**src/rtl/dll_rx_tlp_demux_pkg.sv**
```systemverilog
// Shared types and error codes for the receive-side DLL deframer.
package dll_rx_pkg;

  typedef enum logic [1:0] {
    IDLE = 2'd0,
    DATA = 2'd1,
    LCRC = 2'd2
  } state_e;

  localparam logic [1:0] ERR_END_EARLY = 2'b01;
  localparam logic [1:0] ERR_LEN_ZERO  = 2'b10;
  localparam logic [1:0] ERR_NO_END    = 2'b11;

endpackage

```
**src/rtl/dll_rx_tlp_demux.sv**
```systemverilog
// Receive-side DLL deframer: splits {SEQ, data beats, LCRC+end} frames,
// forwards data beats, holds seq/len/LCRC, flags malformed frames.
module dll_rx_tlp_demux
  import dll_rx_pkg::*;
#(
  parameter int unsigned DATA_W = 128,
  parameter int unsigned SEQ_W  = 12,
  parameter int unsigned LEN_W  = 6,
  parameter int unsigned CRC_W  = 32,
  parameter int unsigned CNT_W  = 16
) (
  input  logic              clk,
  input  logic              rst,
  input  logic [DATA_W-1:0] rx_data,
  input  logic              rx_valid,
  input  logic              rx_end,
  input  logic [LEN_W-1:0]  rx_len,
  output logic [DATA_W-1:0] tlp_out,
  output logic              tlp_out_valid,
  output logic              tlp_out_first,
  output logic              tlp_out_last,
  output logic [SEQ_W-1:0]  seq_num_out,
  output logic [LEN_W-1:0]  tlp_len_out,
  output logic [CRC_W-1:0]  lcrc_out,
  output logic              frame_done,
  output logic              frame_err,
  output logic [1:0]        frame_err_code,
  output logic [CNT_W-1:0]  pkt_count
);

  state_e             state;
  state_e             state_d;
  logic [LEN_W-1:0]   beat_cnt;
  logic [LEN_W-1:0]   beat_cnt_d;
  logic               is_last_c;

  logic [DATA_W-1:0]  tlp_out_d;
  logic               tlp_out_valid_d;
  logic               tlp_out_first_d;
  logic               tlp_out_last_d;
  logic [SEQ_W-1:0]   seq_num_d;
  logic [LEN_W-1:0]   tlp_len_d;
  logic [CRC_W-1:0]   lcrc_d;
  logic               frame_done_d;
  logic               frame_err_d;
  logic [1:0]         frame_err_code_d;
  logic [CNT_W-1:0]   pkt_count_d;

  // Current data beat is the final one of the frame.
  assign is_last_c = (beat_cnt == tlp_len_out - LEN_W'(1));

  // State, beat counter and all registered outputs.
  always_ff @(posedge clk or negedge rst) begin
    if (!rst) begin
      state          <= IDLE;
      beat_cnt       <= '0;
      tlp_out        <= '0;
      tlp_out_valid  <= 1'b0;
      tlp_out_first  <= 1'b0;
      tlp_out_last   <= 1'b0;
      seq_num_out    <= '0;
      tlp_len_out    <= '0;
      lcrc_out       <= '0;
      frame_done     <= 1'b0;
      frame_err      <= 1'b0;
      frame_err_code <= '0;
      pkt_count      <= '0;
    end else begin
      state          <= state_d;
      beat_cnt       <= beat_cnt_d;
      tlp_out        <= tlp_out_d;
      tlp_out_valid  <= tlp_out_valid_d;
      tlp_out_first  <= tlp_out_first_d;
      tlp_out_last   <= tlp_out_last_d;
      seq_num_out    <= seq_num_d;
      tlp_len_out    <= tlp_len_d;
      lcrc_out       <= lcrc_d;
      frame_done     <= frame_done_d;
      frame_err      <= frame_err_d;
      frame_err_code <= frame_err_code_d;
      pkt_count      <= pkt_count_d;
    end
  end

  // Frame-position transitions; idle cycles never move the FSM.
  always_comb begin
    state_d = state;
    if (rx_valid) begin
      case (state)
        IDLE: if (!rx_end && (rx_len != '0)) state_d = DATA;
        DATA: begin
          if (rx_end)         state_d = IDLE;
          else if (is_last_c) state_d = LCRC;
        end
        LCRC:    state_d = IDLE;
        default: state_d = IDLE;
      endcase
    end
  end

  // Next values of outputs and beat counter; pulses default low, the rest hold.
  always_comb begin
    beat_cnt_d       = beat_cnt;
    tlp_out_d        = tlp_out;
    tlp_out_valid_d  = 1'b0;
    tlp_out_first_d  = 1'b0;
    tlp_out_last_d   = 1'b0;
    seq_num_d        = seq_num_out;
    tlp_len_d        = tlp_len_out;
    lcrc_d           = lcrc_out;
    frame_done_d     = 1'b0;
    frame_err_d      = 1'b0;
    frame_err_code_d = frame_err_code;
    pkt_count_d      = pkt_count;
    if (rx_valid) begin
      case (state)
        IDLE: begin
          if (rx_end) begin
            frame_err_d      = 1'b1;
            frame_err_code_d = ERR_END_EARLY;
          end else if (rx_len == '0) begin
            frame_err_d      = 1'b1;
            frame_err_code_d = ERR_LEN_ZERO;
          end else begin
            seq_num_d  = rx_data[SEQ_W-1:0];
            tlp_len_d  = rx_len;
            beat_cnt_d = '0;
          end
        end
        DATA: begin
          if (rx_end) begin
            frame_err_d      = 1'b1;
            frame_err_code_d = ERR_END_EARLY;
          end else begin
            tlp_out_d       = rx_data;
            tlp_out_valid_d = 1'b1;
            tlp_out_first_d = (beat_cnt == '0);
            tlp_out_last_d  = is_last_c;
            beat_cnt_d      = beat_cnt + LEN_W'(1);
          end
        end
        LCRC: begin
          if (rx_end) begin
            lcrc_d       = rx_data[CRC_W-1:0];
            frame_done_d = 1'b1;
            pkt_count_d  = pkt_count + CNT_W'(1);
          end else begin
            frame_err_d      = 1'b1;
            frame_err_code_d = ERR_NO_END;
          end
        end
        default: ;
      endcase
    end
  end

endmodule
```
**config.mk**
```make
export PLATFORM = sky130hd
export DESIGN_NAME = dll_rx_tlp_demux
export DESIGN_NICKNAME = d
export VERILOG_FILES = /design/src/rtl/dll_rx_tlp_demux_pkg.sv /design/src/rtl/dll_rx_tlp_demux.sv
export SDC_FILE = /design/constraint.sdc
export NUM_CORES = 1
export LEC_CHECK = 0
export CORE_MARGIN = 10
export CORE_UTILIZATION = 40
export DETAILED_ROUTE_END_ITERATION = 6
export PLACE_DENSITY = 0.86
export SETUP_SLACK_MARGIN = 0.15
export SLEW_MARGIN = 20
export SYNTH_ARGS = -nofsm -noshare
export SYNTH_HDL_FRONTEND = slang
export SYNTH_SLANG_ARGS = --single-unit
```
**constraint.sdc**
```tcl
create_clock -name clk -period 2.3 [get_ports clk]
set_clock_uncertainty 0.2 [all_clocks]
set_input_delay 0.46 -clock clk [delete_from_list [all_inputs] [get_ports clk]]
set_output_delay 0.46 -clock clk [all_outputs]
set_load 0.05 [all_outputs]
```
==> Word-level counts from Yosys, hierarchy flattened <==
Index checks and enable logic that the tools add are counted.
{ "word_totals": {"reg_bits": 209, "latchBits": 0, "ramBits": 0, "rom_bits": 0, "inputBits": 138, "out_inout_bits": 201, "wordCells": 72, "memories": 0} }
{ "op_classes": {"addsub": 3, "n_mul": 0, "div": 0, "n_lt_le_gt_ge": 0, "n_eq_ne": 11, "shifts": 0, "mux": 29, "bitwise": 2, "n_reduce_logical": 14} }
{ "op_table": {"columns": ["op", "n"], "rows": [
  ["$mux W6", 3],
  ["$add A16 B1 Y16 const B", 1],
  ["$mux W1", 15],
  ["$mux W2", 7],
  ["$logic_not A6 Y1", 2],
  ["$ne A2 B2 Y1 const B", 6],
  ["$pmux W6 S2", 1],
  ["$reduce_and A5 Y1", 2],
  ["$reduce_and A3 Y1", 3],
  ["$add A6 B1 Y6 const B", 1],
  ["$eq A6 B6 Y1", 1],
  ["$ne A3 B3 Y1 const B", 2],
  ["$pmux W2 S3", 1],
  ["$reduce_bool A6 Y1", 1],
  ["$sub A6 B1 Y6 const B", 1],
  ["$pmux W2 S2", 1],
  ["$reduce_and A4 Y1", 1],
  ["$pmux W1 S3", 1],
  ["$reduce_bool A3 Y1", 1],
  ["$eq A2 B1 Y1 const B", 1],
  ["$eq A2 B2 Y1 const B", 1],
  ["$logic_not A2 Y1", 1],
  ["$not A1 Y1", 2],
  ["$reduce_bool A2 Y1", 1],
  ["2 further kinds", 2]
]} }

==> Depth between registers and ports, before layout <==
Gate-level depths: netlist of run 1.
{ "depth": {"ltp_word": 5, "depth_mapped": 10, "mapped_depth_nobuf": 7} }

==> Worst setup path before layout of run 1 <==
OpenSTA, ideal clock, no wires.
{ "synth_timing": {"path_type": "reg2reg", "startpoint": "register tlp_len_out[0]", "endpoint": "register state[0]", "setup_ns": 0.133, "arrival_ns": 1.859, "t_required_ns": 1.967, "path_slack_ns": 0.107, "path_stages_with_launch": 8, "n_path_buf": 0, "period_less_slack_ns": 2.193, "path_cell_list": "dfrtp_1 -> inv_1 -> ha_1 -> nand2b_1 -> o211a_1 -> o31ai_1 -> a211o_1 -> o211ai_1"} }
{ "synth_via": {"elab_chain_len": 4} }
{ "synth_lines": {"columns": ["item", "line", "source"], "rows": [
  ["start, declared", "dll_rx_tlp_demux.sv:23", "output logic [LEN_W-1:0] tlp_len_out,"],
  ["start signal, assigned", "dll_rx_tlp_demux.sv:76", "tlp_len_out <= tlp_len_d;"],
  ["$sub A6 B1 Y6", "dll_rx_tlp_demux.sv:50", "assign is_last_c = (beat_cnt == tlp_len_out - LEN_W'(1));"],
  ["$eq A6 B6 Y1", "dll_rx_tlp_demux.sv:50", null],
  ["$ne A3 B3 Y1 (no source line)", null, null],
  ["$reduce_and A3 Y1 (no source line)", null, null],
  ["end signal, assigned", "dll_rx_tlp_demux.sv:69", "state <= state_d;"],
  ["end, declared", "dll_rx_tlp_demux.sv:31", "state_e state;"]
]} }
Every way passes these cells.
A chain may end at the register's enable or synchronous reset.

==> Worst setup path after layout of run 1 <==
{ "layout_timing": {"startpoint": "register lcrc_out[12]", "endpoint": "output port lcrc_out[12]"} }
{ "layout_lines": {"columns": ["item", "line", "source"], "rows": [
  ["start, declared", "dll_rx_tlp_demux.sv:24", "output logic [CRC_W-1:0] lcrc_out,"],
  ["start signal, assigned", "dll_rx_tlp_demux.sv:77", "lcrc_out <= lcrc_d;"]
]} }
No word-level cell between the ends.

==> results.py, run 1 <==
metrics = {
    "synthesis": {
        "synthArstFlopShare_pct": 100.0,
        "synthCells": 882,
        "synth_ff_type": "dfrtp_1",
        "syn_nets": 1029,
        "yosysWarningCount": 0,
        "yosysSeqAreaShare_pct": 62.85,
        "syn_avg_cell_area_um2": 9.435,
        "synth_edf_count": 0,
        "synth_seq_cells": 209,
        "netlist_area_um2": 8322,
        "synth_cell_type_count": 42,
    },
    "clock_tree": {
        "cts.path.max_buffers": 3,
        "clk_pin_slew_ns": 0.06,
        "cts_sinks": 209,
        "h-tree-depth": 1,
        "cts-root-buf": "clkbuf_16",
        "clk_latency_ns": 0.51,
        "numCtsBuffers": 24,
        "cts_tree": "done",
    },
    "worst_setup_path": {
        "reg2reg_to": "beat_cnt[2]",
        "r2r_setup_slack_ns": 0.23,
        "timing.critical_path.buf_inv": 1,
        "crit_fanout": 2,
        "critPathArrivalTime_ns": 1.45,
        "cp_slowest_cell": "dlygate4sd2_1",
        "path_class": "reg -> out",
        "slowest_delay_ns": 0.57,
        "worstReg2RegStart": "state[0]",
        "startpoint_type": "register",
        "critPathRequiredTime_ns": 1.64,
        "path_cells": "dlygate4sd2_1",
        "reg2reg_depth": 7,
        "critPathCaptureType": "output pin",
        "critical_path.top_delay_family": "buffers and inverters",
    },
    "timing": {
        "fmax_mhz": 474.3,
        "finalHoldViolations": 0,
        "fin_crit_ns": 2.108,
        "setup_viol": 0,
        "setup_tns_ns": 0,
        "rsz0062_at_grt": "false",
        "max_slew_margin_pct": 62.59,
        "finalCritPeriodShare_pct": 91.67,
        "tightest_slew_ns": 0.5634,
        "drv_slew": 0,
    },
    "die": {
        "io_pins": 339,
        "die_h_um": 164.2,
        "die-area_um2": 26970,
        "rows": 52,
        "start_util_pct": 40.86,
        "core_area_um2": 20360,
        "die_w_um": 164.2,
    },
    "place": {
        "port_buffers": 338,
        "place_congestion": 0.8142,
        "dp_hpwl_um": 21010,
    },
    "hold_path": {
        "hold_path_startpoint": "rx_len[4]",
        "min_to": "tlp_len_out[4]",
        "whs_path_depth": 2,
        "hold_path.class": "in -> reg",
    },
    "pwr": {
        "combPwrFrac_pct": 48.1,
        "p_clk_share_pct": 21.4,
        "p_seq_share_pct": 30.5,
        "power_density_nw_per_um2": 1450,
        "p_leak_nw": 7.002,
        "switchingPower_mw": 8.986,
        "p_int_mw": 9.975,
        "p_sw_share_pct": 47.39,
        "peakVddDrop_v": 0.001102,
        "total_power_mw": 18.96,
    },
    "status": {
        "status": "finished, final reports clean",
    },
    "routing": {
        "drt_iter0_markers": 371,
        "routed_via_density": 4.783,
        "routedWlPerCell_um": 18.00,
        "drc_errors": 0,
        "ant_nets": 0,
        "vias": 7371,
        "drt_pass1_iterations": 4,
        "wirelength_um": 27730,
    },
    "final_layout": {
        "final_cell_mix": "500 x nand2_1, 206 x dfrtp_1, 167 x dlygate4sd2_1",
        "fin_nets": 1399,
        "drive_gt1_share_pct": 11.42,
        "nFillCells": 1635,
        "final_common_cell": "nand2_1",
        "area_growth_pct": 57.13,
    },
    "global_route": {
        "groute.usage.overall_pct": 19.57,
        "grt_pass1_vias": 7837,
        "antenna_found_initial": 0,
        "grt_start_max_net_pins": 57,
        "grt_pass1_wl_um": 42260,
        "grt-ovfl-total": 0,
    },
    "run": {
        "max-cap-violations": 0,
    },
}
area by class of cell:
| cell class | instances | area (um2) | area share [%] |
|---|---|---|---|
| diodes | 1 | 2.502 | 0.01914 |
| clock buffers | 32 | 681.9 | 5.215 |
| clock inverters | 12 | 175.2 | 1.340 |
| inverters | 12 | 51.30 | 0.3923 |
| multi-input cells | 621 | 2920 | 22.33 |
| flip-flops and latches | 209 | 5234 | 40.02 |
| well taps | 270 | 337.8 | 2.583 |
| repair buffers | 384 | 3674 | 28.09 |
power by group through the flow:
stage	Combinational [mW]	Clock [mW]	Sequential, mW
2_1_floorplan	1.68	0	10.3
3_3_place_gp	9.79	0	5.80
3_5_place_dp	9.98	0	5.88
4_1_cts	9.20	4.16	5.78
5_1_grt	9.60	4.31	5.95
6_report	9.13	4.06	5.78
registers in the layout, indices dropped and copies added, names as in the netlist:
signal	cells
tlp_out_first	1
tlp_out_valid	1
tlp_len_out	6
tlp_out	128
lcrc_out	32
frame_done	1
beat_cnt	6
tlp_out_last	1
state	2
seq_num_out	12
pkt_count	16
frame_err_code	2
frame_err	1
repair_timing:
action / 4_1_cts / 5_1_grt
gates cloned: 0 / 0
setup endpoints to repair: 208 / 47
gates resized for setup: 188 / 20
hold buffers: 1 / 0
pin swaps: 0 / 4
buffers inserted: 0 / 1
hold endpoints to repair: 41 / 0
routing by layer:
metal	track usage, %	part of all wire (%)	vias up
met5	0	0	-
met4	6.905	3.1	0
met3	6.733	10	57
met2	34.75	51	299
met1	21.19	36	3532
li1	-	-	3483
worst max path at each step:
stage                              start                 to  slack, ns  cells past startpoint
after floorplan           tlp_len_out[1]           state[0]       0.16                      7
after global placement         rx_len[3]  frame_err_code[1]      -0.28                      6
after detailed placement       rx_len[3]  frame_err_code[0]      -0.32                      6
after CTS                 tlp_len_out[2]     tlp_len_out[2]       0.08                      1
after global routing            state[1]        beat_cnt[4]       0.14                      8
final                       lcrc_out[12]       lcrc_out[12]       0.19                      1
metrics by stage:
step           hold slack [ns]  setup WS, ns  instances  util, %  instance area, um2
2_1_floorplan         -0.03559        0.1577        882        -                8323
3_3_place_gp            0.2400       -0.2754       1494    60.70               12360
3_5_place_dp            0.2474       -0.3225       1494    60.70               12360
4_1_cts                 0.2465       0.08431       1539    63.95               13020
5_1_grt                 0.1241        0.1396       1540    64.20               13070
6_report                0.1227        0.1916       1541    64.21               13080
cells by family (layout without fill, tap and decap cells):
kind of cell	after synthesis	after routing	synth area share (%)
mux	22	22	2.962
other cells	0	1	0
compound gates	25	25	2.391
flops	209	209	62.85
buf+inv	52	440	2.556
fa+ha+maj	9	9	1.353
simple gates	544	544	25.68
xor+xnor	21	21	2.210
cells in the mapped netlist, types with 2 or more instances:
master | instances | area [um2]
a21o_1 | 3 | 22.52
a22o_1 | 4 | 35.03
a21oi_1 | 3 | 15.01
xnor2_1 | 16 | 140.1
a211o_1 | 2 | 17.52
ha_1 | 9 | 112.6
inv_1 | 11 | 41.29
o21ai_0 | 4 | 20.02
nand3_1 | 8 | 40.04
xor2_1 | 5 | 43.79
nand3_2 | 2 | 20.02
nand2_1 | 501 | 1881
nor2_1 | 9 | 33.78
clkbuf_1 | 25 | 93.84
nor3_1 | 5 | 25.02
mux2_2 | 10 | 112.6
and3_1 | 3 | 18.77
nand2b_1 | 4 | 25.02
nand4_1 | 4 | 25.02
mux2_1 | 11 | 123.9
buf_2 | 14 | 70.07
dfrtp_1 | 209 | 5230
Note: power is estimated with default switching activity, not from simulation.
==> inputs of run 2 (changes only) <==
CTS_CLUSTER_SIZE = 12   (was default)
SKIP_LAST_GASP = 1   (was default)
==> results.py, run 2 (synthesized netlist as in run 1, its figures left out) <==
metrics = {
    "status": {
        "status": "finished, final reports clean",
    },
    "routing": {
        "drc_errors": 0,
        "vias": 7340,
        "drt_pass1_iterations": 6,
        "routedWlPerCell_um": 17.95,
        "ant_nets": 0,
        "routed_via_density": 4.769,
        "m1WireLength_um": 9909,
        "drt_iter0_markers": 419,
        "dr.max_layer_used": "met4",
        "wirelength_um": 27630,
        "met2_length_um": 14020,
        "dr_wl_met3_um": 2840,
    },
    "timing": {
        "drv_slew": 0,
        "tightest_slew_ns": 0.5631,
        "setup_viol": 0,
        "worst_hold_slack_ns": 0.1314,
        "finalCritPeriodShare_pct": 91.84,
        "rsz0062_at_grt": "false",
        "fin_crit_ns": 2.112,
        "finalHoldViolations": 0,
        "fmax_mhz": 473.4,
        "setup_tns_ns": 0,
        "max_slew_margin_pct": 62.61,
    },
    "global_route": {
        "grt_pass1_wl_um": 42130,
        "antenna_found_initial": 0,
        "groute.usage.overall_pct": 19.50,
        "grt_pass1_vias": 7839,
        "grt_start_max_net_pins": 57,
        "grt-ovfl-total": 0,
    },
    "clock_tree": {
        "numCtsBuffers": 24,
        "h-tree-depth": 1,
        "cts_sinks": 209,
        "cts-root-buf": "clkbuf_16",
        "cts.path.max_buffers": 3,
        "clk_pin_slew_ns": 0.06,
        "cts_tree": "done",
        "clk_latency_ns": 0.50,
    },
    "die": {
        "die-area_um2": 26970,
        "rows": 52,
        "io_pins": 339,
        "core_area_um2": 20360,
        "die_w_um": 164.2,
        "start_util_pct": 40.86,
        "die_h_um": 164.2,
    },
    "final_layout": {
        "layout.cells.non_filler": 1539,
        "drive_gt1_share_pct": 11.04,
        "final_common_cell": "nand2_1",
        "final_util_pct": 63.63,
        "top_register": "tlp_out",
        "fin_nets": 1399,
        "final_cell_mix": "500 x nand2_1, 206 x dfrtp_1, 168 x dlygate4sd2_1",
        "largest_reg_flops": 128,
        "top_regs": "tlp_out x128, lcrc_out x32, pkt_count x16",
        "area_growth_pct": 55.72,
    },
    "worst_setup_path": {
        "path_cells": "dlygate4sd2_1",
        "crit_cells": 1,
        "critPathCaptureType": "output pin",
        "crit_fanout": 2,
        "slowest_delay_ns": 0.55,
        "critPathRequiredTime_ns": 1.64,
        "reg2reg_to": "beat_cnt[2]",
        "critPathLaunch": "lcrc_out[23]",
        "endpoint": "lcrc_out[23]",
        "critical_path.top_delay_family": "buffers and inverters",
        "startpoint_type": "register",
        "cp_slowest_cell": "dlygate4sd2_1",
        "path_class": "reg -> out",
        "worstReg2RegStart": "state[0]",
        "critPathArrivalTime_ns": 1.45,
        "timing.critical_path.buf_inv": 1,
        "r2r_setup_slack_ns": 0.23,
        "reg2reg_depth": 7,
    },
    "place": {
        "port_buffers": 338,
        "dp_cells": 1494,
        "place_congestion": 0.8142,
        "dp_hpwl_um": 21010,
    },
    "pwr": {
        "peakVddDrop_v": 0.0009692,
        "total_power_mw": 18.51,
        "p_leak_nw": 6.953,
        "power_density_nw_per_um2": 1428,
    },
    "hold_path": {
        "hold_path.class": "in -> reg",
    },
    "run": {
        "max-cap-violations": 0,
    },
}
-- run 2: cell count changes in the layout (fill, tap and decap cells not counted), moves of 2 or more --
cell and delta:
bufinv_16 -3, clkbuf_1 +3, clkdlybuf4s15_2 -2, clkbuf_2 +2
-- run 2: final cells by class --
type,count,area (um2)
diodes,1,2.502
flip-flops and latches,209,5234
multi-input cells,621,2920
clock inverters,8,73.82
fillers,1641,7406
repair buffers,384,3660
inverters,12,51.30
well taps,270,337.8
clock buffers,34,679.4
-- run 2: how the worst min path moves through the flow --
| stage | depth (start not counted) | start | slack, ns | to |
|---|---|---|---|---|
| 6_report | 2 | rx_len[4] | 0.13 | tlp_len_out[4] |
| 5_1_grt | 2 | rx_len[4] | 0.13 | tlp_len_out[4] |
| 4_1_cts | 3 | rx_data[107] | 0.26 | tlp_out[107] |
| 3_5_place_dp | 1 | rst | 0.25 | tlp_out[7] |
| 3_3_place_gp | 1 | rst | 0.24 | lcrc_out[3] |
| 2_1_floorplan | 0 | rst | -0.04 | beat_cnt[0] |
-- run 2: what timing repair did --
action                                  4_1_cts  5_1_grt
pin swaps                                     0        4
endpoints found under the setup margin      210       49
gates resized for setup                     184       23
hold buffers                                  1        0
buffers inserted                              0        1
hold endpoints to repair                     41        0
-- run 2: routing by layer --
| layer | vias up | global-route usage, % |
|---|---|---|
| li1 | 3489 | - |
| met4 | 0 | 6.864 |
| met3 | 59 | 6.558 |
| met2 | 295 | 34.66 |
| met5 | - | 0 |
| met1 | 3497 | 21.20 |
-- run 2: through the flow --
| step | area, um2 | worst slack (ns) |
|---|---|---|
| after floorplan | 8323 | 0.1577 |
| after global placement | 12360 | -0.2754 |
| after global routing | 12960 | 0.1405 |
| final | 12960 | 0.1878 |
| after detailed placement | 12360 | -0.3225 |
| after CTS | 12910 | 0.1000 |
-- run 2: power by group --
part	internal [mW]	switching (mW)	leakage (nW)
clock	2.16	1.45	0.365
combinational	2.43	6.69	3.93
sequential	5.00	0.779	2.66
